File: src/rtl/count_mon_pkg.sv
// Shared encodings for the count window monitor: zone codes, status bit
// positions and the window state machine enum.
package count_mon_pkg;

    // Zone codes presented on the zone output
    localparam logic [1:0] ZONE_NONE   = 2'b00;
    localparam logic [1:0] ZONE_BELOW  = 2'b01;
    localparam logic [1:0] ZONE_INSIDE = 2'b10;
    localparam logic [1:0] ZONE_ABOVE  = 2'b11;

    // Bit positions inside the sticky status vector
    localparam int ST_WRAP   = 0;
    localparam int ST_ENTER  = 1;
    localparam int ST_EXIT   = 2;
    localparam int ST_CFGERR = 3;

    // State encoding matches the zone codes, so the state register drives
    // the zone output directly and IDLE reads as NONE.
    typedef enum logic [1:0] {
        S_IDLE   = 2'b00,
        S_BELOW  = 2'b01,
        S_INSIDE = 2'b10,
        S_ABOVE  = 2'b11
    } mon_state_t;

endpackage

File: src/rtl/count_wrap_detector.sv
// Wrap-around detector: remembers the previous sample, its direction and
// whether the current sample is a loaded value, and flags genuine MAX->0
// (up) or 0->MAX (down) steps. Loaded jumps never count as a wrap.
module count_wrap_detector #(
    parameter int WIDTH = 8
) (
    input  logic             i_clock,
    input  logic             i_clear,
    input  logic [WIDTH-1:0] i_count,
    input  logic             i_load,
    input  logic             i_mode,
    output logic             o_wrap_up,
    output logic             o_wrap_dn,
    output logic             o_wrap_evt
);

    localparam logic [WIDTH-1:0] CNT_MAX  = '1;
    localparam logic [WIDTH-1:0] CNT_ZERO = '0;

    logic [WIDTH-1:0] r_prev;
    logic             r_prev_valid;
    logic             r_load_q;
    logic             r_mode_q;
    logic             r_wrap_up;
    logic             r_wrap_dn;
    logic             w_wrap_up;
    logic             w_wrap_dn;

    // A wrap needs a previous sample that survived reset and a current
    // sample that is not the result of a load.
    assign w_wrap_up = r_prev_valid && !r_load_q && r_mode_q &&
                       (r_prev == CNT_MAX) && (i_count == CNT_ZERO);
    assign w_wrap_dn = r_prev_valid && !r_load_q && !r_mode_q &&
                       (r_prev == CNT_ZERO) && (i_count == CNT_MAX);

    // Capture sample history and register the one-cycle wrap pulses
    always_ff @(posedge i_clock) begin
        if (i_clear) begin
            r_prev       <= '0;
            r_prev_valid <= 1'b0;
            r_load_q     <= 1'b0;
            r_mode_q     <= 1'b0;
            r_wrap_up    <= 1'b0;
            r_wrap_dn    <= 1'b0;
        end else begin
            r_prev       <= i_count;
            r_prev_valid <= 1'b1;
            r_load_q     <= i_load;
            r_mode_q     <= i_mode;
            r_wrap_up    <= w_wrap_up;
            r_wrap_dn    <= w_wrap_dn;
        end
    end

    assign o_wrap_up  = r_wrap_up;
    assign o_wrap_dn  = r_wrap_dn;
    // Unregistered event so the status bit lands in the same cycle as the pulse
    assign o_wrap_evt = w_wrap_up | w_wrap_dn;

endmodule

File: src/rtl/count_window_monitor.sv
// Count window monitor: classifies each counter sample against a
// programmable [lo,hi] window, tracks dwell time inside it, reports wraps
// and raises a maskable sticky interrupt.
module count_window_monitor
    import count_mon_pkg::*;
#(
    parameter int WIDTH   = 8,
    parameter int DWELL_W = 16
) (
    input  logic               clock,
    input  logic               clear,
    input  logic [WIDTH-1:0]   count_in,
    input  logic               load_in,
    input  logic               mode_in,
    input  logic               cfg_we,
    input  logic [WIDTH-1:0]   lo_in,
    input  logic [WIDTH-1:0]   hi_in,
    input  logic [3:0]         irq_en,
    input  logic [3:0]         irq_ack,
    output logic [1:0]         zone,
    output logic               wrap_up,
    output logic               wrap_dn,
    output logic [DWELL_W-1:0] dwell,
    output logic [3:0]         status,
    output logic               irq
);

    localparam logic [DWELL_W-1:0] DWELL_MAX = '1;
    localparam logic [DWELL_W-1:0] DWELL_ONE = {{(DWELL_W-1){1'b0}}, 1'b1};

    mon_state_t         r_state;
    mon_state_t         w_next_state;
    logic [WIDTH-1:0]   r_lo;
    logic [WIDTH-1:0]   r_hi;
    logic [DWELL_W-1:0] r_dwell;
    logic [DWELL_W-1:0] w_next_dwell;
    logic [3:0]         r_status;
    logic [3:0]         w_set;
    logic               r_irq;
    logic               w_enter;
    logic               w_exit;
    logic               w_wrap_evt;
    logic               w_cfg_ok;
    logic               w_cfg_bad;

    count_wrap_detector #(
        .WIDTH (WIDTH)
    ) u_wrap (
        .i_clock    (clock),
        .i_clear    (clear),
        .i_count    (count_in),
        .i_load     (load_in),
        .i_mode     (mode_in),
        .o_wrap_up  (wrap_up),
        .o_wrap_dn  (wrap_dn),
        .o_wrap_evt (w_wrap_evt)
    );

    assign w_cfg_ok  = cfg_we && (lo_in <= hi_in);
    assign w_cfg_bad = cfg_we && (lo_in > hi_in);

    // Next state is the zone of the current sample; enter/exit only fire
    // between real zones, never out of IDLE.
    always_comb begin
        w_next_state = r_state;
        w_enter      = 1'b0;
        w_exit       = 1'b0;
        if (count_in < r_lo) begin
            w_next_state = S_BELOW;
        end else if (count_in > r_hi) begin
            w_next_state = S_ABOVE;
        end else begin
            w_next_state = S_INSIDE;
        end
        case (r_state)
            S_BELOW, S_ABOVE: w_enter = (w_next_state == S_INSIDE);
            S_INSIDE:         w_exit  = (w_next_state != S_INSIDE);
            default:          ;
        endcase
    end

    // Dwell restarts at 1 on any arrival inside, saturates while staying
    always_comb begin
        w_next_dwell = '0;
        if (w_next_state == S_INSIDE) begin
            if (r_state != S_INSIDE) begin
                w_next_dwell = DWELL_ONE;
            end else if (r_dwell != DWELL_MAX) begin
                w_next_dwell = r_dwell + DWELL_ONE;
            end else begin
                w_next_dwell = DWELL_MAX;
            end
        end
    end

    // Collect this cycle's status set requests
    always_comb begin
        w_set            = 4'b0000;
        w_set[ST_WRAP]   = w_wrap_evt;
        w_set[ST_ENTER]  = w_enter;
        w_set[ST_EXIT]   = w_exit;
        w_set[ST_CFGERR] = w_cfg_bad;
    end

    // State, bounds, dwell, sticky status and interrupt registers
    always_ff @(posedge clock) begin
        if (clear) begin
            r_state  <= S_IDLE;
            r_lo     <= '0;
            r_hi     <= '1;
            r_dwell  <= '0;
            r_status <= 4'b0000;
            r_irq    <= 1'b0;
        end else begin
            r_state  <= w_next_state;
            r_dwell  <= w_next_dwell;
            // Set takes priority over acknowledge on the same bit
            r_status <= (r_status & ~irq_ack) | w_set;
            r_irq    <= |(r_status & irq_en);
            if (w_cfg_ok) begin
                r_lo <= lo_in;
                r_hi <= hi_in;
            end
        end
    end

    assign zone   = r_state;
    assign dwell  = r_dwell;
    assign status = r_status;
    assign irq    = r_irq;

endmodule

File: config.mk
export PLATFORM = sky130hd
export DESIGN_NAME = count_window_monitor
export DESIGN_NICKNAME = d
export VERILOG_FILES = /design/src/rtl/count_mon_pkg.sv /design/src/rtl/count_wrap_detector.sv /design/src/rtl/count_window_monitor.sv
export SDC_FILE = /design/constraint.sdc
export NUM_CORES = 1
export LEC_CHECK = 0
export CAP_MARGIN = 20
export CORE_ASPECT_RATIO = 1.75
export CORE_UTILIZATION = 45
export CTS_CLUSTER_DIAMETER = 80
export DETAILED_ROUTE_END_ITERATION = 6
export GPL_TIMING_DRIVEN = 0
export MAX_ROUTING_LAYER = met4
export PLACE_DENSITY = 0.73
export SYNTH_ARGS = -nofsm -noshare
export SYNTH_HDL_FRONTEND = slang
export SYNTH_HIERARCHICAL = 1
export SYNTH_SLANG_ARGS = --single-unit
export TNS_END_PERCENT = 30
File: constraint.sdc
create_clock -name clock -period 3.2 [get_ports clock]
set_clock_uncertainty 0.15 [all_clocks]
set_input_delay 0.64 -clock clock [delete_from_list [all_inputs] [get_ports clock]]
set_output_delay 0.64 -clock clock [all_outputs]
set_load 0.05 [all_outputs]
# Word-level counts from Yosys, hierarchy flattened
# Cells that the tools add are included.
# classes
addsub,1
order_cmp,4
eq_ne,9
n_mux,7
n_bitwise,6
reduce_logical,17
# op_table
operator,count
$add 16x1->16 const B,1
$eq 8x8->1 const B,2
$gt 8x8->1,2
$logic_not 8->1,2
$mux 16,1
$ne 16x16->1 const B,1
$logic_and 1x1->1,9
$and 4x4->4,2
$le 8x8->1,1
$lt 8x8->1,1
$eq 2x2->1 const B,3
$mux 1,5
$ne 2x2->1 const B,2
$not 4->4,1
$or 4x4->4,1
$reduce_or 2->1,2
$reduce_or 4->1,1
$reduce_or 3->1,1
$eq 2x1->1 const B,1
$logic_not 1->1,2
$mux 2,1
$not 1->1,1
$or 1x1->1,1
# totals
reg_bits,52

# Depth between registers and ports, before layout
# Gate-level depths: netlist (run 1).
# logic_depth
ltp_word,7
ltp_mapped,9

# Modules after synthesis
# Netlist (run 1), hierarchy kept.
# by_module_without_submodules
mod,n_inst,cells_per_inst,area_per_inst_um2
count_window_monitor,1,249,2174.6
count_wrap_detector,1,42,452.9

# Worst setup path after synthesis (run 1)
# Ideal clock, no wire load.
# synth_path
path_type,input -> register
start,in hi_in[1]
end,reg r_lo[4]
setup_ns,0.128
arrival_ns,2.061
required_time_ns,2.922
slack_ns,0.861
stages,9
n_path_buf,1
path_cell_list,inv_1 > ha_1 > nor2b_1 > o211ai_1 > a21oi_1 > nor3b_4 > buf_6 > mux2i_1 > nor2_1
# synth_between
elab_chain_len,2
# synth_lines
item,line_no,source
from (decl),count_window_monitor.sv:17,"input logic [WIDTH-1:0] hi_in,"
$le 8x8->1,count_window_monitor.sv:59,assign w_cfg_ok = cfg_we && (lo_in <= hi_in);
$logic_and 1x1->1,count_window_monitor.sv:59,
to (signal assigned),count_window_monitor.sv:121,r_lo <= lo_in;
to (decl),count_window_monitor.sv:33,logic [WIDTH-1:0] r_lo;
# No other way between the ends.
# A chain may end at the register's enable or synchronous reset.

# Final worst setup path (run 1)
# layout_path
start,in hi_in[7]
end,reg r_lo[4]
# The elaborated chain is that of the path after synthesis.

==> results of run 1 <==
## layer usage
layer / track usage / wire length (um) / vias up
li1: - / - / 1159
met1: 0.205 / 2190 / 1082
met2: 0.453 / 3680 / 42
met3: 0.0414 / 169 / 5
met4: 0.0751 / 96 / 0
met5: - / 0 / -
## sequential cells by signal, indices dropped and copies added (netlist names)
| name | count |
|---|---|
| irq | 1 |
| r_lo | 8 |
| zone | 2 |
| u_wrap/r_prev | 8 |
| dwell | 16 |
| r_hi | 8 |
| u_wrap/o_wrap_up | 1 |
| u_wrap/r_prev_valid | 1 |
| u_wrap/o_wrap_dn | 1 |
| u_wrap/r_mode_q | 1 |
| status | 4 |
| u_wrap/r_load_q | 1 |
## cell families after synthesis
logic type                 Yosys count  share of synthesized area
AOI/OAI and AO/OA                   55                      0.127
buffers and inverters               36                     0.0629
muxes                                9                     0.0343
DFF                                 52                      0.396
adders and majority gates           24                      0.114
and+or+nand+nor                    109                      0.245
xor gates and xnor gates             6                     0.0200
## metrics by stage
| stage | setup TNS, ns | hold slack (ns) |
|---|---|---|
| 3_3_place_gp | 0 | 0.323 |
| 6_report | 0 | 0.352 |
| 3_5_place_dp | -0.0105 | 0.335 |
| 4_1_cts | 0 | 0.357 |
| 5_1_grt | 0 | 0.382 |
| 2_1_floorplan | 0 | 0.310 |
## cells in the mapped netlist, types with 2 or more instances
| cell | n |
|---|---|
| dfxtp_1 | 52 |
| a21oi_1 | 33 |
| nor2_1 | 30 |
| inv_1 | 27 |
| ha_1 | 24 |
| nor2b_1 | 13 |
| nand2_1 | 12 |
| nor3_1 | 11 |
| mux2i_1 | 9 |
| nand4_1 | 8 |
| o21ai_0 | 6 |
| nand3_1 | 5 |
| a211oi_1 | 4 |
| xnor2_1 | 4 |
| and3_1 | 3 |
| clkbuf_1 | 3 |
| nand2b_1 | 3 |
| nor4_1 | 3 |
| a22oi_1 | 2 |
| buf_4 | 2 |
| buf_6 | 2 |
| nor2_2 | 2 |
| nor2_4 | 2 |
| o211ai_1 | 2 |
| or3_1 | 2 |
| xor2_1 | 2 |
## area by class of cell
class / instances / area (sq um) / area share
clock buffers: 6 / 82.6 / 0.0239
plain buffers: 8 / 60.1 / 0.0174
well taps: 76 / 95.1 / 0.0275
flip-flops and latches: 52 / 1040 / 0.301
repair buffers: 61 / 611 / 0.177
inverters: 28 / 105 / 0.0304
clock inverters: 2 / 38.8 / 0.0112
multi-input cells: 203 / 1420 / 0.411
## worst paths after layout
path | slack, ns | depth (start not counted) | endpoint
worst max-delay path | 0.37 | 10 | r_lo[4]
worst min-delay path | 0.35 | 2 | r_lo[7]
worst max register to register | 1.06 | 9 | dwell[10]
worst min register to register | 0.35 | 2 | r_lo[7]
## where the power goes
group | internal [W] | switching, W | total [W]
Combinational | 0.000125 | 0.000145 | 0.000270
Clock | 0.000256 | 0.000217 | 0.000472
Sequential | 0.000677 | 0.0000182 | 0.000696
Total | 0.00106 | 0.000380 | 0.00144
## worst reg2reg max path, stage by stage (launching register included)
cell and delay, ns:
dfxtp_1 0.34, inv_1 0.05, ha_1 0.28, nor2b_1 0.14, o211ai_1 0.16, a21oi_1 0.10
o22ai_2 0.28, nand4b_4 0.23, buf_6 0.20, a211oi_1 0.15
==> impl_metrics.env, run 1 <==
export IMPL_drv_slew=0
export IMPL_avgRoutedWirePerCell_um=14.1
export IMPL_die_area_sq_mm=0.00616
export IMPL_num_rows=36
export IMPL_wirelength_mm=6.13
export IMPL_yosysWarningCount=6
export IMPL_worstSkewPairLatency_ns=0.31
export IMPL_grt_max_degree=17
export IMPL_leakagePower_nw=1.37
export IMPL_path_cells="clkdlybuf4s50_1, inv_1, ha_1, a21oi_1, o21ai_0, o21a_1, nor3b_4, buf_6, mux2i_1, nor2_1"
export IMPL_cts_buffer_depth=2
export IMPL_viasPerCell=5.25
export IMPL_io_pins=62
export IMPL_overflow=0
export IMPL_die_w_um=59.8
export IMPL_grt_antenna_before_repair=0
export IMPL_clock_root_buffer="clkbuf_8"
export IMPL_synth_distinct_cells=51
export IMPL_hp_class="flop to flop"
export IMPL_vdd_drop_max_uv=359
export IMPL_worstSetupPathType="input pin to flop"
export IMPL_tightest_slew_ns=0.580
export IMPL_max_clock_freq_mhz=353
export IMPL_cp_slowest_cell="clkdlybuf4s50_1"
export IMPL_fin_cells=436
export IMPL_final_cell_mix="61 x clkdlybuf4s50_1, 52 x dfxtp_1, 33 x a21oi_1"
export IMPL_setup_viol=0
export IMPL_crit_path_max_fanout=10
export IMPL_outcome="completed"
export IMPL_min_period_ns=2.83
export IMPL_area_growth_pct=31.5
export IMPL_finalPower_w=0.00144
export IMPL_drtPass1Iterations=4
export IMPL_async_reset_ff_frac=0
export IMPL_cts_hold_buf=0
export IMPL_cp_start_kind="input pin"
export IMPL_endpoint_kind="flop"
export IMPL_die_y_um=103
export IMPL_nFillCells=525
export IMPL_critPathBufInv=3
export IMPL_slowest_delay_ns=0.49
export IMPL_syn_num_nets=352
export IMPL_synth_cells=291
export IMPL_finish_utilization=0.619
export IMPL_power_density_mw_per_mm2=416
export IMPL_place_inst=428
export IMPL_finalWorstSetupSlack_ns=0.371
export IMPL_critPathLaunch="hi_in[7]"
export IMPL_slew_headroom=0.613
export IMPL_ys_flop_type="dfxtp_1"
export IMPL_r2r_start="r_hi[1]"
export IMPL_cts_sinks=52
export IMPL_synth_top_area_frac=0.396
export IMPL_synth_seq_cells=52
export IMPL_drive_gt1_frac=0.0806
export IMPL_first_iter_violations=91
export IMPL_ant_nets=0
export IMPL_min_from="r_lo[7]"
export IMPL_crit_family="buffers and inverters"
export IMPL_synth_avg_cell_area_sq_um=9.03
export IMPL_drc=0
export IMPL_cts_tree="built"
export IMPL_seq_area_frac_synth=0.396
export IMPL_io_buffers=61
export IMPL_start_util=0.470
export IMPL_clk_pin_slew_ns=0.09
export IMPL_rsz0062_at_grt="no"
export IMPL_n_antenna_cell=0
export IMPL_grt_pass1_vias=2271
export IMPL_grt_pass1_wl_mm=10.0
export IMPL_core_sq_mm=0.00559
export IMPL_critPathRequiredTime_ns=3.23
export IMPL_cts_buffers=5
export IMPL_dpl_cell_area_sq_mm=0.00333
export IMPL_arrival_ns=2.86
export IMPL_cts_resized_gates=0
export IMPL_gp_congestion=0.855
export IMPL_htree_levels=2
export IMPL_fin_crit_sh=0.884
export IMPL_place_hpwl_mm=4.99
export IMPL_layout_commonest_cell="clkdlybuf4s50_1"
export IMPL_grt_usage=0.228
export IMPL_post_cts_buffers=0
export IMPL_vias=2288
export IMPL_yosysTopAreaCell="dfxtp_1"
export IMPL_design_area_sq_mm=0.00345
export IMPL_synthTopCellsByArea="dfxtp_1 40%, ha_1 11%, a21oi_1 6.3%, nor2_1 4.3%, inv_1 3.9%"
export IMPL_netlist_area_sq_mm=0.00263
export IMPL_place_ws_ns=-0.0105
export IMPL_drv_cap=0
export IMPL_layout_nets=420
export IMPL_synth_edff_count=0
export IMPL_hold_violations=0
Note: power is estimated with default switching activity, not from simulation.
==> run 2, diff against run 1 <==
Clock period 3.2 ns to 3 ns, I/O delays scaled along.
==> results of run 2 <==
Same layout as run 1 (identical final DEF). Status: completed.
Main changes from that run: setup slack after placement -0.0105 ns -> -0.170 ns; setup slack after layout 0.371 ns -> 0.211 ns; register-to-register setup slack 1.06 ns -> 0.86 ns; total power 0.00144 W -> 0.00153 W; worst IR drop on VDD 359 uV -> 383 uV
==> run 3, diff against run 2 <==
Settings changed: PLACE_DENSITY 0.73 to 0.74, SYNTH_HIERARCHICAL 1 to unset.
==> impl_metrics.env, run 3 <==
export IMPL_grt_usage=0.220
export IMPL_finalWorstSetupSlack_ns=0.265
export IMPL_slew_headroom=0.649
export IMPL_r2r_start="r_lo[1]"
export IMPL_slowest_delay_ns=0.48
export IMPL_io_pins=62
export IMPL_fin_cells=424
export IMPL_critPathBufInv=3
export IMPL_seq_area_frac_synth=0.409
export IMPL_hp_class="flop to flop"
export IMPL_final_cell_mix="61 x clkdlybuf4s50_1, 52 x dfxtp_1, 26 x inv_1, 26 x a21oi_1, 25 x nor2_1"
export IMPL_wirelength_mm=5.87
export IMPL_cp_depth=10
export IMPL_clk_pin_slew_ns=0.09
export IMPL_synthTopCellsByArea="dfxtp_1 41%, ha_1 12%, a21oi_1 5.1%, inv_1 3.8%, nor2_1 3.7%"
export IMPL_crit_end="r_lo[6]"
export IMPL_layout_commonest_cell="clkdlybuf4s50_1"
export IMPL_synth_area_mux_share=0.0354
export IMPL_synth_fa_ha_area_frac=0.118
export IMPL_synth_compound_area_share=0.139
export IMPL_layout_nets=410
export IMPL_vias=2272
export IMPL_core_sq_mm=0.00534
export IMPL_use_met3=0.0307
export IMPL_synth_top_family_by_area="simple AND/OR/NAND/NOR gates"
export IMPL_start_util=0.476
export IMPL_outcome="completed"
export IMPL_grtUsageMet1=0.221
export IMPL_r2r_slack_ns=0.87
export IMPL_synth_edff_count=0
export IMPL_async_reset_ff_frac=0
export IMPL_critPathLaunch="hi_in[7]"
export IMPL_nFillCells=503
export IMPL_tightest_slew_ns=0.526
export IMPL_largest_reg_flops=16
export IMPL_die_w_um=58.8
export IMPL_place_hpwl_mm=4.77
export IMPL_synth_top_area_frac=0.409
export IMPL_gp_congestion=0.870
export IMPL_rsz0062_at_grt="no"
export IMPL_arrival_ns=2.76
export IMPL_io_buffers=61
export IMPL_hold_slack_ns=0.354
export IMPL_rr_worst_depth=8
export IMPL_cts_sinks=52
export IMPL_worstSkewPairLatency_ns=0.31
export IMPL_hold_violations=0
export IMPL_area_growth_pct=31.2
export IMPL_yosysTopAreaCell="dfxtp_1"
export IMPL_path_cells="clkdlybuf4s50_1, inv_1, ha_1, a21oi_1, o21ai_0, o21a_1, nor3b_4, buf_6, mux2i_1, nor2_1"
export IMPL_worstSetupPathType="input pin to flop"
export IMPL_fin_crit_sh=0.912
export IMPL_synth_common_cells="52 x dfxtp_1, 26 x a21oi_1, 26 x inv_1"
export IMPL_drc=0
export IMPL_post_cts_buffers=0
export IMPL_yosysWarningCount=0
export IMPL_finish_utilization=0.624
export IMPL_clock_root_buffer="clkbuf_8"
export IMPL_setup_viol=0
export IMPL_grt_pass1_vias=2207
export IMPL_min_period_ns=2.74
export IMPL_crit_path_max_fanout=10
export IMPL_die_area_sq_mm=0.00597
export IMPL_synth_most_common_cell="dfxtp_1"
export IMPL_place_inst=416
export IMPL_synth_avg_cell_area_sq_um=9.05
export IMPL_avgRoutedWirePerCell_um=13.8
export IMPL_synth_simple_area_share=0.221
export IMPL_synth_xor_area_share=0.0207
export IMPL_cts_resized_gates=0
export IMPL_cts_buffers=5
export IMPL_cts_hold_buf=0
export IMPL_n_antenna_cell=0
export IMPL_htree_levels=2
export IMPL_drv_slew=0
export IMPL_syn_num_nets=342
export IMPL_grt_max_degree=17
export IMPL_ys_flop_type="dfxtp_1"
export IMPL_power_density_mw_per_mm2=432
export IMPL_drive_gt1_frac=0.0543
export IMPL_r2r_end="dwell[9]"
export IMPL_num_rows=35
export IMPL_cts_buffer_depth=2
export IMPL_cts_tree="built"
export IMPL_die_y_um=101
export IMPL_vdd_drop_max_uv=351
export IMPL_netlist_area_sq_mm=0.00254
export IMPL_grt_antenna_before_repair=0
export IMPL_synth_cells=281
export IMPL_cp_start_kind="input pin"
export IMPL_regArea_sq_mm=0.00104
export IMPL_multi_input_comb_area_sq_mm=0.00136
export IMPL_first_iter_violations=100
export IMPL_drtPass1Iterations=6
export IMPL_cp_slowest_cell="clkdlybuf4s50_1"
export IMPL_drv_cap=0
export IMPL_place_ws_ns=-0.0876
export IMPL_grt_pass1_wl_mm=9.76
export IMPL_critPathRequiredTime_ns=3.03
export IMPL_overflow=0
export IMPL_min_from="status[3]"
export IMPL_leakagePower_nw=1.29
export IMPL_max_clock_freq_mhz=366
export IMPL_grt_use_met2=0.417
export IMPL_synth_distinct_cells=46
export IMPL_crit_family="buffers and inverters"
export IMPL_viasPerCell=5.36
export IMPL_endpoint_kind="flop"
export IMPL_synth_seq_cells=52
export IMPL_ant_nets=0
export IMPL_busiest_layer="met2"
## run 3: changes by cell type after synthesis, sizes merged, moves of 2 or more
cell / change
nor3: -5
nand2: +4
nand3: +2
nor2: -8
a31oi: +2
o211ai: +7
a21oi: -7
## run 3: metrics by stage
stage | TNS [ns] | power, W | area (sq um)
6_report | 0 | 0.00144 | 3330
5_1_grt | 0 | 0.00151 | 3330
4_1_cts | 0 | 0.00145 | 3330
3_5_place_dp | -0.776 | 0.00105 | 3250
3_3_place_gp | -0.622 | 0.00104 | 3250
2_1_floorplan | 0 | 0.000932 | 2540
## run 3: worst min path at each step
stage                      to  slack, ns  depth (start not counted)
CTS                 status[3]       0.36                          2
floorplan             r_lo[1]       0.31                          2
global placement      r_lo[5]       0.32                          2
finish              status[3]       0.35                          2
global route          r_lo[7]       0.38                          2
detailed placement    r_lo[7]       0.34                          2
## run 3: worst register-to-register path, stage by stage, from the launching register on
cell and delay (ns):
dfxtp_1 0.35, inv_1 0.07, ha_1 0.26, a2111o_1 0.36
a21oi_1 0.31, inv_2 0.12, nand4_4 0.17, buf_6 0.16
a21oi_1 0.05
## run 3: power by group
group | switching, W | internal (W)
Sequential | 0.0000179 | 0.000725
Clock | 0.000237 | 0.000167
Combinational | 0.000159 | 0.000134
## run 3: per-layer routing
layer | vias to the layer above | part of all wire
met5 | - | 0
met4 | 0 | 0.024
met3 | 15 | 0.033
met2 | 71 | 0.57
met1 | 1053 | 0.37
li1 | 1133 | -
## run 3: cell families (layout without fill, tap and decap cells)
| group | count (synthesis) | in the layout |
|---|---|---|
| and+or+nand+nor | 100 | 100 |
| AOI/OAI and AO/OA | 56 | 56 |
| DFF | 52 | 52 |
| buffers and inverters | 34 | 103 |
| adders and majority gates | 24 | 24 |
| muxes | 9 | 9 |
| xor gates and xnor gates | 6 | 6 |
## run 3: area by class of cell
cell class / count / area share
plain buffers: 7 / 0.0128
well taps: 74 / 0.0278
flip-flops and latches: 52 / 0.312
clock buffers: 6 / 0.0218
clock inverters: 2 / 0.00488
repair buffers: 61 / 0.183
inverters: 27 / 0.0304
multi-input cells: 195 / 0.407
